`src/rtl/sec_clear_ctrl.sv`:
```
// Secure clear sequencer: zeroes a masked set of registers (CLRREG) or a
// word-aligned memory range (CLRMEM), stalling the pipeline while it works.
module sec_clear_ctrl #(
    parameter int MAX_WORDS = 1024
) (
    input  logic        clk,
    input  logic        rst,
    input  logic        start_clrreg,
    input  logic        start_clrmem,
    input  logic [31:0] rs1_val,
    input  logic [31:0] rs2_val,
    output logic        rf_we,
    output logic [4:0]  rf_waddr,
    output logic [31:0] rf_wdata,
    output logic        mem_req,
    output logic [31:0] mem_addr,
    output logic [31:0] mem_wdata,
    input  logic        mem_ready,
    output logic        busy,
    output logic        done,
    output logic        err
);

    localparam int CNT_W = $clog2(MAX_WORDS + 1);

    typedef enum logic [1:0] {
        IDLE    = 2'd0,
        CLR_REG = 2'd1,
        CLR_MEM = 2'd2,
        FINISH  = 2'd3
    } state_t;

    state_t             r_state, w_state_nxt;
    logic [31:0]        r_mask,  w_mask_nxt;
    logic [4:0]         r_idx,   w_idx_nxt;
    logic [31:0]        r_addr,  w_addr_nxt;
    logic [CNT_W-1:0]   r_cnt,   w_cnt_nxt;
    logic               r_err,   w_err_nxt;

    assign rf_wdata  = 32'd0;
    assign mem_wdata = 32'd0;

    always_ff @(posedge clk) begin
        if (rst) begin
            r_state <= IDLE;
            r_mask  <= 32'd0;
            r_idx   <= 5'd0;
            r_addr  <= 32'd0;
            r_cnt   <= '0;
            r_err   <= 1'b0;
        end else begin
            r_state <= w_state_nxt;
            r_mask  <= w_mask_nxt;
            r_idx   <= w_idx_nxt;
            r_addr  <= w_addr_nxt;
            r_cnt   <= w_cnt_nxt;
            r_err   <= w_err_nxt;
        end
    end

    always_comb begin
        w_state_nxt = r_state;
        w_mask_nxt  = r_mask;
        w_idx_nxt   = r_idx;
        w_addr_nxt  = r_addr;
        w_cnt_nxt   = r_cnt;
        w_err_nxt   = r_err;
        rf_we       = 1'b0;
        rf_waddr    = 5'd0;
        mem_req     = 1'b0;
        mem_addr    = 32'd0;
        busy        = 1'b0;
        done        = 1'b0;
        err         = 1'b0;

        case (r_state)
            IDLE: begin
                // CLRREG has priority when both starts arrive together
                if (start_clrreg) begin
                    w_mask_nxt  = rs1_val & ~32'd1;
                    w_idx_nxt   = 5'd1;
                    w_err_nxt   = 1'b0;
                    w_state_nxt = CLR_REG;
                end else if (start_clrmem) begin
                    w_addr_nxt = rs1_val;
                    w_err_nxt  = 1'b0;
                    w_cnt_nxt  = '0;
                    if ((rs1_val[1:0] != 2'b00) || (rs2_val > 32'(MAX_WORDS))) begin
                        w_err_nxt   = 1'b1;
                        w_state_nxt = FINISH;
                    end else if (rs2_val == 32'd0) begin
                        w_state_nxt = FINISH;
                    end else begin
                        w_cnt_nxt   = rs2_val[CNT_W-1:0];
                        w_state_nxt = CLR_MEM;
                    end
                end
            end
            CLR_REG: begin
                busy      = 1'b1;
                rf_we     = r_mask[r_idx];
                rf_waddr  = r_idx;
                w_idx_nxt = r_idx + 5'd1;
                if (r_idx == 5'd31) begin
                    w_state_nxt = FINISH;
                end
            end
            CLR_MEM: begin
                busy     = 1'b1;
                mem_req  = 1'b1;
                mem_addr = r_addr;
                if (mem_ready) begin
                    w_addr_nxt = r_addr + 32'd4;
                    w_cnt_nxt  = r_cnt - CNT_W'(1);
                    if (r_cnt == CNT_W'(1)) begin
                        w_state_nxt = FINISH;
                    end
                end
            end
            FINISH: begin
                done        = 1'b1;
                err         = r_err;
                w_state_nxt = IDLE;
            end
            default: w_state_nxt = IDLE;
        endcase
    end

endmodule

```
`config.mk`:
```
export PLATFORM = sky130hd
export DESIGN_NAME = sec_clear_ctrl
export DESIGN_NICKNAME = d
export VERILOG_FILES = /design/src/rtl/sec_clear_ctrl.sv
export SDC_FILE = /design/constraint.sdc
export NUM_CORES = 1
export LEC_CHECK = 0
export CORE_UTILIZATION = 28
export CTS_CLUSTER_DIAMETER = 100
export DETAILED_ROUTE_END_ITERATION = 8
export GPL_TIMING_DRIVEN = 0
export SLEW_MARGIN = 20
export SYNTH_ARGS = -nofsm -noshare
export SYNTH_HDL_FRONTEND = slang
export SYNTH_SLANG_ARGS = --single-unit
```
`constraint.sdc`:
```
create_clock -name clk -period 3.1 [get_ports clk]
set_clock_uncertainty 0.2 [all_clocks]
set_input_delay 0.62 -clock clk [delete_from_list [all_inputs] [get_ports clk]]
set_output_delay 0.62 -clock clk [all_outputs]
set_load 0.01 [all_outputs]
```
==> results.sh, run 1 <==
export IMPL_status="finished with violations"
export IMPL_violations="DRC"
export IMPL_top_layer="met4"
export IMPL_synth_area_leaders="dfxtp_1 (31%), buf_4 (9.0%), a21oi_1 (6.4%)"
export IMPL_hold_viol=0
export IMPL_finalMaxSlewViolations=0
export IMPL_cp_max_fo=10
export IMPL_grt_overflow_total=0
export IMPL_vias=5635
export IMPL_die_x_microns=139.7
export IMPL_routabilityCongestion=0.8695
export IMPL_relSlewSlack_pct=46.91
export IMPL_wl_met1_microns=8536
export IMPL_rows=50
export IMPL_place_area_sq_um=6933
export IMPL_fmax_mhz=331.7
export IMPL_whs_ns=0.2535
export IMPL_criticalPathCategory="reg2out"
export IMPL_grt_pass1_wl_microns=28500
export IMPL_h_tree_depth=3
export IMPL_syn_avg_cell_area_sq_um=7.722
export IMPL_layout_drive_gt1_share_pct=13.99
export IMPL_rsz0062_at_grt="no"
export IMPL_fin_area_sq_um=7320
export IMPL_drc=1
export IMPL_peakVddDrop_uv=397.0
export IMPL_cts_sinks=82
export IMPL_synth_top_area_cell="dfxtp_1"
export IMPL_antenna_found_initial=0
export IMPL_cts_tree="built"
export IMPL_setup_viol_count_final=0
export IMPL_fin_crit_ns=3.015
export IMPL_holdCritPathClass="reg2reg"
export IMPL_design_power_total_mw=5.117
export IMPL_worstPathRequired_ns=2.28
export IMPL_critPathArrivalTime_ns=2.19
export IMPL_start_util_pct=28.50
export IMPL_crit_path_start_kind="register"
export IMPL_period_share_pct=97.25
export IMPL_synth_top_area_share_pct=30.90
export IMPL_netlist_area_sq_um=5313
export IMPL_netlist_instances=688
export IMPL_timing_max_cap_violations=0
export IMPL_wl_per_cell_microns=16.84
export IMPL_grt_pass1_vias=5061
export IMPL_wl_met3_microns=1592
export IMPL_yosysWarnings=0
export IMPL_synth_most_common_cell="nand2_1"
export IMPL_coreArea_sq_um=18640
export IMPL_dp_cells=1094
export IMPL_worst_slew_pin_slew_ns=0.7898
export IMPL_worstSkewPairLatency_ns=0.35
export IMPL_syn_to_final_growth_pct=37.78
export IMPL_io_buffers=109
export IMPL_ys_async_sr_fraction_pct=0
export IMPL_drt_initial_drc_count=431
export IMPL_powerDensity_nw_per_um2=699.2
export IMPL_wl_met2_microns=8211
export IMPL_final_net_count=953
export IMPL_synth_flop_cell="dfxtp_1"
export IMPL_drt_pass1_iterations=7
export IMPL_synth_seq_cells=82
export IMPL_clockRootBuffer="clkbuf_16"
export IMPL_dieArea_sq_um=19530
export IMPL_ys_seq_area_share_pct=30.90
export IMPL_instances_no_fill=1113
export IMPL_ant_nets=0
export IMPL_synth_cell_types=65
export IMPL_grt_usage_pct=19.04
export IMPL_cts_hold_buffers_added=0
export IMPL_endpoint_kind="output port"
export IMPL_path_clk_slew_ns=0.07
export IMPL_yosys_top_cells_count="nand2_1 (90), dfxtp_1 (82), a21oi_1 (68), buf_4 (64)"
export IMPL_diodes=0
export IMPL_drt_wl_total_microns=18750
export IMPL_dieHeight_microns=139.7
export IMPL_power_leakage_nw=3.024
export IMPL_io_pins=175
export IMPL_cts_buffers=9
export IMPL_clock_path_buffers=2
export IMPL_synth_edff_count=0
export IMPL_grt_max_degree=20
export IMPL_vias_per_cell=5.063
export IMPL_dp_hpwl_microns=14420
[layout by cell type (no fill, tap or decap), drive strengths merged, types with 3 or more instances in the layout]
cell	count
mux2i	7
dfxtp	82
or4	5
buf	79
o22ai	3
o221ai	3
nand4	11
a311oi	6
clkinv	5
dlymetal6s2s	6
o21ai	30
clkdlybuf4s50	99
nand2	90
o21a	3
inv	16
or3	7
ha	10
xnor2	3
dlygate4sd2	4
nand3	24
nor3	14
a22oi	5
nor4	13
clkbuf	41
nor2b	7
a211oi	13
conb	64
mux4	7
nand2b	3
nor2	39
a21oi	68
and2	42
and3	15
a31oi	9
a221oi	5
[final timing paths]
path / startpoint / endpoint / slack [ns] / depth (start not counted)
worst max-delay path: r_state[0]$_SDFFE_PP0P_ / mem_addr[5] / 0.09 / 7
worst min register to register: r_mask[30]$_SDFFE_PP0P_ / r_mask[30]$_SDFFE_PP0P_ / 0.25 / 2
worst max register to register: r_state[0]$_SDFFE_PP0P_ / r_addr[13]$_SDFFE_PP0P_ / 0.38 / 9
worst min-delay path: r_mask[30]$_SDFFE_PP0P_ / r_mask[30]$_SDFFE_PP0P_ / 0.25 / 2
[final cells by class]
cell class	instances	area, sq um
Multi-Input combinational cell	546	3206
Sequential cell	82	1645
Clock buffer	9	225.2
Inverter	15	56.30
Clock inverter	7	52.55
Buffer	107	710.7
Tap cell	234	292.8
Fill cell	1961	11320
Timing Repair Buffer	113	1131
[flip-flops by register name, summed over array words and instances, names as in the netlist]
register and cells:
r_mask 31, r_err 1, r_cnt 11, r_idx 5, r_state 2, r_addr 32
[cell families (layout without fill, tap and decap cells)]
kind of cell               count (synthesis)  count (layout)  share of synthesized area (%)
xor gates and xnor gates                   5               5                         0.8245
adders and majority gates                 10              10                          2.355
other                                      1              64                        0.07059
AOI/OAI and AO/OA                        177             177                          21.53
buffers and inverters                    123             251                          13.45
muxes                                     15              15                          4.498
DFF                                       82              82                          30.90
and+or+nand+nor                          275             275                          26.38
[repair_timing]
action                                  4_1_cts  5_1_grt
endpoints found under the setup margin       29       22
setup buffers                                 0        4
gates resized for setup                      29        7
[worst max-delay path, cell delays in order, from the launching register on]
cell	delay (ns)
dfxtp_1	0.35
inv_2	0.10
ha_4	0.17
buf_6	0.16
clkbuf_8	0.20
clkbuf_8	0.19
and2_1	0.14
clkdlybuf4s50_1	0.54
[power breakdown]
| part | switching, mW | internal, mW |
|---|---|---|
| clock | 0.483 | 0.549 |
| combinational | 1.44 | 1.00 |
| sequential | 0.296 | 1.35 |
| total | 2.22 | 2.89 |
[per-layer routing]
layer / vias to the layer above / global-route usage (%)
li1: 2712 / -
met1: 2605 / 26.12
met2: 292 / 29.42
met3: 26 / 4.267
met4: 0 / 6.131
met5: - / 0
[stage by stage]
stage / setup WS (ns) / utilization [%] / setup TNS, ns
after floorplan: 0.6222 / - / 0
after global placement: -0.5984 / 37.19 / -10.29
after detailed placement: -0.6593 / 37.19 / -11.35
after CTS: 0.01634 / 39.02 / 0
after global routing: 0.02111 / 39.26 / 0
final: 0.08534 / 39.26 / 0
No activity file was read; power rests on OpenSTA's default activity.
==> inputs of run 2 (changes only) <==
--- a/config.mk
+++ b/config.mk
@@ -9,6 +9,8 @@
 export CTS_CLUSTER_DIAMETER = 100
 export DETAILED_ROUTE_END_ITERATION = 8
 export GPL_TIMING_DRIVEN = 0
+export PLACE_DENSITY = 0.61
+export SKIP_CTS_REPAIR_TIMING = 1
 export SLEW_MARGIN = 20
 export SYNTH_ARGS = -nofsm -noshare
 export SYNTH_HDL_FRONTEND = slang
==> run 2 against run 1 <==
Against the previous run: the run still ends with DRC left; via count is 0.75% lower; core utilization grew 0.074 points; total power grew 2.0%; combinational power down 2%; die area is the same; first-iteration DRC count increased by 12%; critical path type unchanged; largest power group unchanged; highest routed layer unchanged.
==> results.sh, run 2 (synthesized netlist as in run 1, its figures left out) <==
export IMPL_h_tree_depth=3
export IMPL_cp_max_fo=10
export IMPL_peakVddDrop_uv=380.4
export IMPL_setup_viol_count_final=0
export IMPL_regMostFlops="r_addr"
export IMPL_finalSetupTns_ns=0
export IMPL_r2r_end="r_addr[13]$_SDFFE_PP0P_"
export IMPL_reg_largest_list="r_addr: 32 flops, r_mask: 31 flops, r_cnt: 11 flops"
export IMPL_final_cell_mix="clkdlybuf4s50_1 (101), nand2_1 (90), dfxtp_1 (81), a21oi_1 (68)"
export IMPL_violations="DRC"
export IMPL_hold_depth=2
export IMPL_powerDensity_nw_per_um2=711.6
export IMPL_drc=1
export IMPL_grt_usage_pct=18.99
export IMPL_dp_hpwl_microns=14170
export IMPL_fmax_mhz=332.6
export IMPL_finalMaxSlewViolations=0
export IMPL_cts_sinks=82
export IMPL_grt_pass1_wl_microns=28260
export IMPL_worstPathRequired_ns=2.28
export IMPL_syn_to_final_growth_pct=38.04
export IMPL_largest_reg_flops=32
export IMPL_final_common_cell="clkdlybuf4s50_1"
export IMPL_rows=50
export IMPL_whs_endpoint="r_mask[21]$_SDFFE_PP0P_"
export IMPL_vias=5593
export IMPL_layout_drive_gt1_share_pct=13.60
export IMPL_rr_worst_depth=8
export IMPL_ant_nets=0
export IMPL_vias_per_cell=5.043
export IMPL_io_pins=175
export IMPL_clock_path_buffers=2
export IMPL_whs_ns=0.2535
export IMPL_r2r_slack_ns=0.55
export IMPL_hold_viol=0
export IMPL_drt_wl_total_microns=18670
export IMPL_crit_path_start_kind="register"
export IMPL_criticalPathCategory="reg2out"
export IMPL_path_clk_slew_ns=0.06
export IMPL_dieHeight_microns=139.7
export IMPL_holdCritPathClass="reg2reg"
export IMPL_cts_buffers=9
export IMPL_start_util_pct=28.50
export IMPL_grt_overflow_total=0
export IMPL_cp_slowest_cell="clkdlybuf4s50_1"
export IMPL_endpoint_kind="output port"
export IMPL_crit_buf_inv=5
export IMPL_diodes=0
export IMPL_fin_crit_ns=3.006
export IMPL_critPathArrivalTime_ns=2.19
export IMPL_worstSkewPairLatency_ns=0.36
export IMPL_path_delay_family="buffers and inverters"
export IMPL_slowest_delay_ns=0.53
export IMPL_period_share_pct=96.98
export IMPL_grt_pass1_vias=4959
export IMPL_worst_slew_pin_slew_ns=0.7803
export IMPL_io_buffers=109
export IMPL_final_util_pct=39.34
export IMPL_min_from="r_mask[21]$_SDFFE_PP0P_"
export IMPL_routabilityCongestion=0.8451
export IMPL_dp_cells=1094
export IMPL_dieArea_sq_um=19530
export IMPL_rr_startpoint="r_state[0]$_SDFFE_PP0P_"
export IMPL_coreArea_sq_um=18640
export IMPL_clockRootBuffer="clkbuf_16"
export IMPL_die_x_microns=139.7
export IMPL_antenna_found_initial=0
export IMPL_wl_per_cell_microns=16.84
export IMPL_drt_initial_drc_count=483
export IMPL_timing_max_cap_violations=0
export IMPL_worst_path_most_repeated_cell="buf_6"
export IMPL_relSlewSlack_pct=47.67
export IMPL_cp_cell_sequence="inv_2 -> ha_4 -> buf_6 -> buf_8 -> buf_6 -> and2_1 -> clkdlybuf4s50_1"
export IMPL_instances_no_fill=1109
export IMPL_status="finished with violations"
export IMPL_cp_num_cells=7
export IMPL_power_leakage_nw=3.035
export IMPL_rsz0062_at_grt="no"
export IMPL_drt_pass1_iterations=7
export IMPL_cts_tree="built"
export IMPL_final_net_count=949
export IMPL_grt_max_degree=15
==> run 2: cell count changes in the layout (fill, tap and decap cells not counted) <==
cell             change
dlygate4sd2_1        -4
buf_4                -4
dlymetal6s2s_1       +2
buf_2                +1
bufinv_16            +2
inv_6                -2
clkinvlp_4           +1
clkdlybuf4s50_1      +2
buf_6                +3
clkinv_4             -1
clkbuf_2             -1
clkbuf_8             -3
==> run 2: worst min-delay path: stages, from the launching register on <==
cell and delay, ns:
dfxtp_1 0.31, nand2_1 0.05, a21oi_1 0.05
==> run 2: final cells by class <==
cell class	count	area, sq um
fill	1953	11310
multi-input combinational	546	3206
sequential	82	1645
timing repair buffer	109	1111
buffer	107	703.2
tap	234	292.8
clock buffer	9	225.2
clock inverter	7	93.84
inverter	15	56.30
==> run 2: layer usage <==
layer	part of all wire (%)	up-vias	global-route usage [%]
li1	-	2703	-
met1	45	2590	25.66
met2	45	278	30.00
met3	8.7	22	3.820
met4	1.8	0	6.362
met5	0	-	0
==> run 2: stage by stage <==
step,area (sq um),power [mW],worst slack [ns]
2_1_floorplan,5549,3.117,0.6222
3_3_place_gp,6933,3.936,-0.5683
3_5_place_dp,6933,3.950,-0.6139
4_1_cts,7252,5.136,-0.9950
5_1_grt,7333,5.530,0.008807
6_report,7333,5.218,0.09368
==> run 2: worst max path at each step <==
stage,start,end,slack (ns)
2_1_floorplan,r_state[0]$_SDFFE_PP0P_,mem_addr[0],0.62
3_3_place_gp,r_state[0]$_SDFFE_PP0P_,mem_addr[10],-0.57
3_5_place_dp,r_state[0]$_SDFFE_PP0P_,mem_addr[8],-0.61
4_1_cts,r_state[0]$_SDFFE_PP0P_,mem_addr[8],-1.0
6_report,r_state[0]$_SDFFE_PP0P_,mem_addr[2],0.09
5_1_grt,r_state[0]$_SDFFE_PP0P_,mem_addr[2],0.009
==> run 2: power breakdown <==
group | internal (mW) | switching [mW] | leakage (nW)
combinational | 0.978 | 1.42 | 2.21
sequential | 1.35 | 0.291 | 0.673
clock | 0.704 | 0.477 | 0.151
total | 3.03 | 2.19 | 3.03
==> inputs of run 3 (changes only) <==
--- a/config.mk
+++ b/config.mk
@@ -9,7 +9,7 @@
 export CTS_CLUSTER_DIAMETER = 100
 export DETAILED_ROUTE_END_ITERATION = 8
 export GPL_TIMING_DRIVEN = 0
-export PLACE_DENSITY = 0.61
+export PLACE_DENSITY = 0.58
 export SKIP_CTS_REPAIR_TIMING = 1
 export SLEW_MARGIN = 20
 export SYNTH_ARGS = -nofsm -noshare
==> constraint.sdc (replaced) <==
create_clock -name clk -period 3.1 [get_ports clk]
set_clock_uncertainty 0.2 [all_clocks]
set_input_delay 0.465 -clock clk [delete_from_list [all_inputs] [get_ports clk]]
set_output_delay 0.465 -clock clk [all_outputs]
set_load 0.01 [all_outputs]
==> run 3 against run 2 <==
Against the previous run: the run now ends clean; combinational power is essentially flat; die area stayed put; global-route usage rose by 0.16 points; largest power group unchanged; highest routed layer unchanged.
==> results.sh, run 3 (synthesized netlist as in run 1, its figures left out) <==
export IMPL_status="finished, final reports clean"
export IMPL_dieHeight_microns=139.7
export IMPL_ant_nets=0
export IMPL_largest_reg_flops=32
export IMPL_grt_pass1_vias=5061
export IMPL_crit_buf_inv=5
export IMPL_grt_usage_pct=19.14
export IMPL_vias=5606
export IMPL_start_util_pct=28.50
export IMPL_die_x_microns=139.7
export IMPL_powerDensity_nw_per_um2=708.8
export IMPL_clock_path_buffers=2
export IMPL_layout_setup_ws_ns=0.07502
export IMPL_syn_to_final_growth_pct=37.05
export IMPL_criticalPathCategory="reg2out"
export IMPL_rows=50
export IMPL_grt_overflow_total=0
export IMPL_path_delay_family="buffers and inverters"
export IMPL_critPathArrivalTime_ns=2.36
export IMPL_period_share_pct=97.58
export IMPL_diodes=0
export IMPL_final_net_count=949
export IMPL_cts_tree="built"
export IMPL_setup_viol_count_final=0
export IMPL_slowest_delay_ns=0.56
export IMPL_vias_per_cell=5.055
export IMPL_path_clk_slew_ns=0.07
export IMPL_final_common_cell="clkdlybuf4s50_1"
export IMPL_drc=0
export IMPL_worstPathRequired_ns=2.43
export IMPL_drt_initial_drc_count=505
export IMPL_grt_max_degree=17
export IMPL_drt_pass1_iterations=5
export IMPL_wl_per_cell_microns=17.04
export IMPL_cp_cell_sequence="inv_2 -> ha_4 -> buf_4 -> buf_6 -> buf_4 -> and2_1 -> clkdlybuf4s50_1"
export IMPL_final_cell_mix="clkdlybuf4s50_1 (108), nand2_1 (90), dfxtp_1 (81), a21oi_1 (68), buf_4 (66)"
export IMPL_drt_wl_total_microns=18900
export IMPL_worstSkewPairLatency_ns=0.36
export IMPL_cp_max_fo=10
export IMPL_worst_path_most_repeated_cell="buf_4"
export IMPL_fmax_mhz=330.6
export IMPL_place_ws_ns=-0.4331
export IMPL_dp_hpwl_microns=14460
export IMPL_h_tree_depth=3
export IMPL_finalMaxSlewViolations=0
export IMPL_routabilityCongestion=0.8613
export IMPL_crit_path_start_kind="register"
export IMPL_cts_sinks=82
export IMPL_worst_slew_pin_slew_ns=0.7529
export IMPL_endpoint_kind="output port"
export IMPL_timing_max_cap_violations=0
export IMPL_holdCritPathClass="reg2reg"
export IMPL_cts_buffers=9
export IMPL_finalSetupTns_ns=0
export IMPL_regMostFlops="r_addr"
export IMPL_io_pins=175
export IMPL_dieArea_sq_um=19530
export IMPL_reg_largest_list="r_addr: 32 flops, r_mask: 31 flops, r_cnt: 11 flops"
export IMPL_relSlewSlack_pct=49.39
export IMPL_grt_pass1_wl_microns=28500
export IMPL_rsz0062_at_grt="no"
export IMPL_peakVddDrop_uv=312.9
export IMPL_power_leakage_nw=2.901
export IMPL_hold_viol=0
export IMPL_io_buffers=109
export IMPL_fin_crit_ns=3.025
export IMPL_coreArea_sq_um=18640
export IMPL_antenna_found_initial=0
export IMPL_cp_slowest_cell="clkdlybuf4s50_1"
export IMPL_layout_drive_gt1_share_pct=13.60
export IMPL_clockRootBuffer="clkbuf_16"
-- run 3: cell types whose count changed in the layout (fill, tap and decap cells not counted), sizes merged --
| cell | before | now |
|---|---|---|
| clkdlybuf4s50 | 101 | 108 |
| dlymetal6s2s | 8 | 1 |
| inv | 14 | 19 |
| buf | 79 | 76 |
| clkbuf | 37 | 40 |
| clkinv | 4 | 2 |
| clkinvlp | 2 | 0 |
| bufinv | 2 | 1 |
-- run 3: stage by stage --
step / hold WS (ns) / std cells / instance area [sq um] / util [%] / power [mW]
detailed placement: 0.2436 / 1094 / 6933 / 37.19 / 3.955
finish: 0.2502 / 1109 / 7281 / 39.05 / 5.160
floorplan: 0.2317 / 751 / 5549 / - / 3.117
global placement: 0.2413 / 1094 / 6933 / 37.19 / 3.944
global route: 0.2662 / 1109 / 7281 / 39.05 / 5.490
CTS: 0.2524 / 1110 / 7237 / 38.82 / 5.100
-- run 3: worst min-delay path: stages, from the launching register on --
cell	delay (ns)
dfxtp_1	0.31
nand2_1	0.05
a21oi_1	0.05
-- run 3: path summary, 6_finish.rpt --
check | cells past startpoint | endpoint | from | slack (ns)
worst max-delay path | 7 | mem_addr[9] | r_state[0]$_SDFFE_PP0P_ | 0.08
worst min-delay path | 2 | r_err$_SDFFE_PP0P_ | r_err$_SDFFE_PP0P_ | 0.25
worst max register to register | 6 | r_addr[26]$_SDFFE_PP0P_ | r_addr[2]$_SDFFE_PP0P_ | 0.52
worst min register to register | 2 | r_err$_SDFFE_PP0P_ | r_err$_SDFFE_PP0P_ | 0.25
-- run 3: area by class of cell --
type / instances / area, sq um
tap: 234 / 292.8
buffer: 107 / 683.2
timing repair buffer: 109 / 1094
inverter: 15 / 56.30
multi-input combinational: 546 / 3206
clock inverter: 7 / 78.83
clock buffer: 9 / 225.2
fill: 1946 / 11360
sequential: 82 / 1645
-- run 3: layer usage --
metal  wire [microns]  share of wire [%]  vias up  GRT usage [%]
met5                0                  0        -              0
met4              382                2.0        0          7.634
met3             1733                9.2       24          3.785
met2             8362                 44      277          29.76
met1             8416                 45     2587          25.87
li1                 -                  -     2718              -
-- run 3: where the power goes --
part	internal (mW)	switching [mW]	total (mW)
clock network	0.638	0.504	1.14
logic	0.963	1.41	2.37
registers	1.35	0.299	1.65
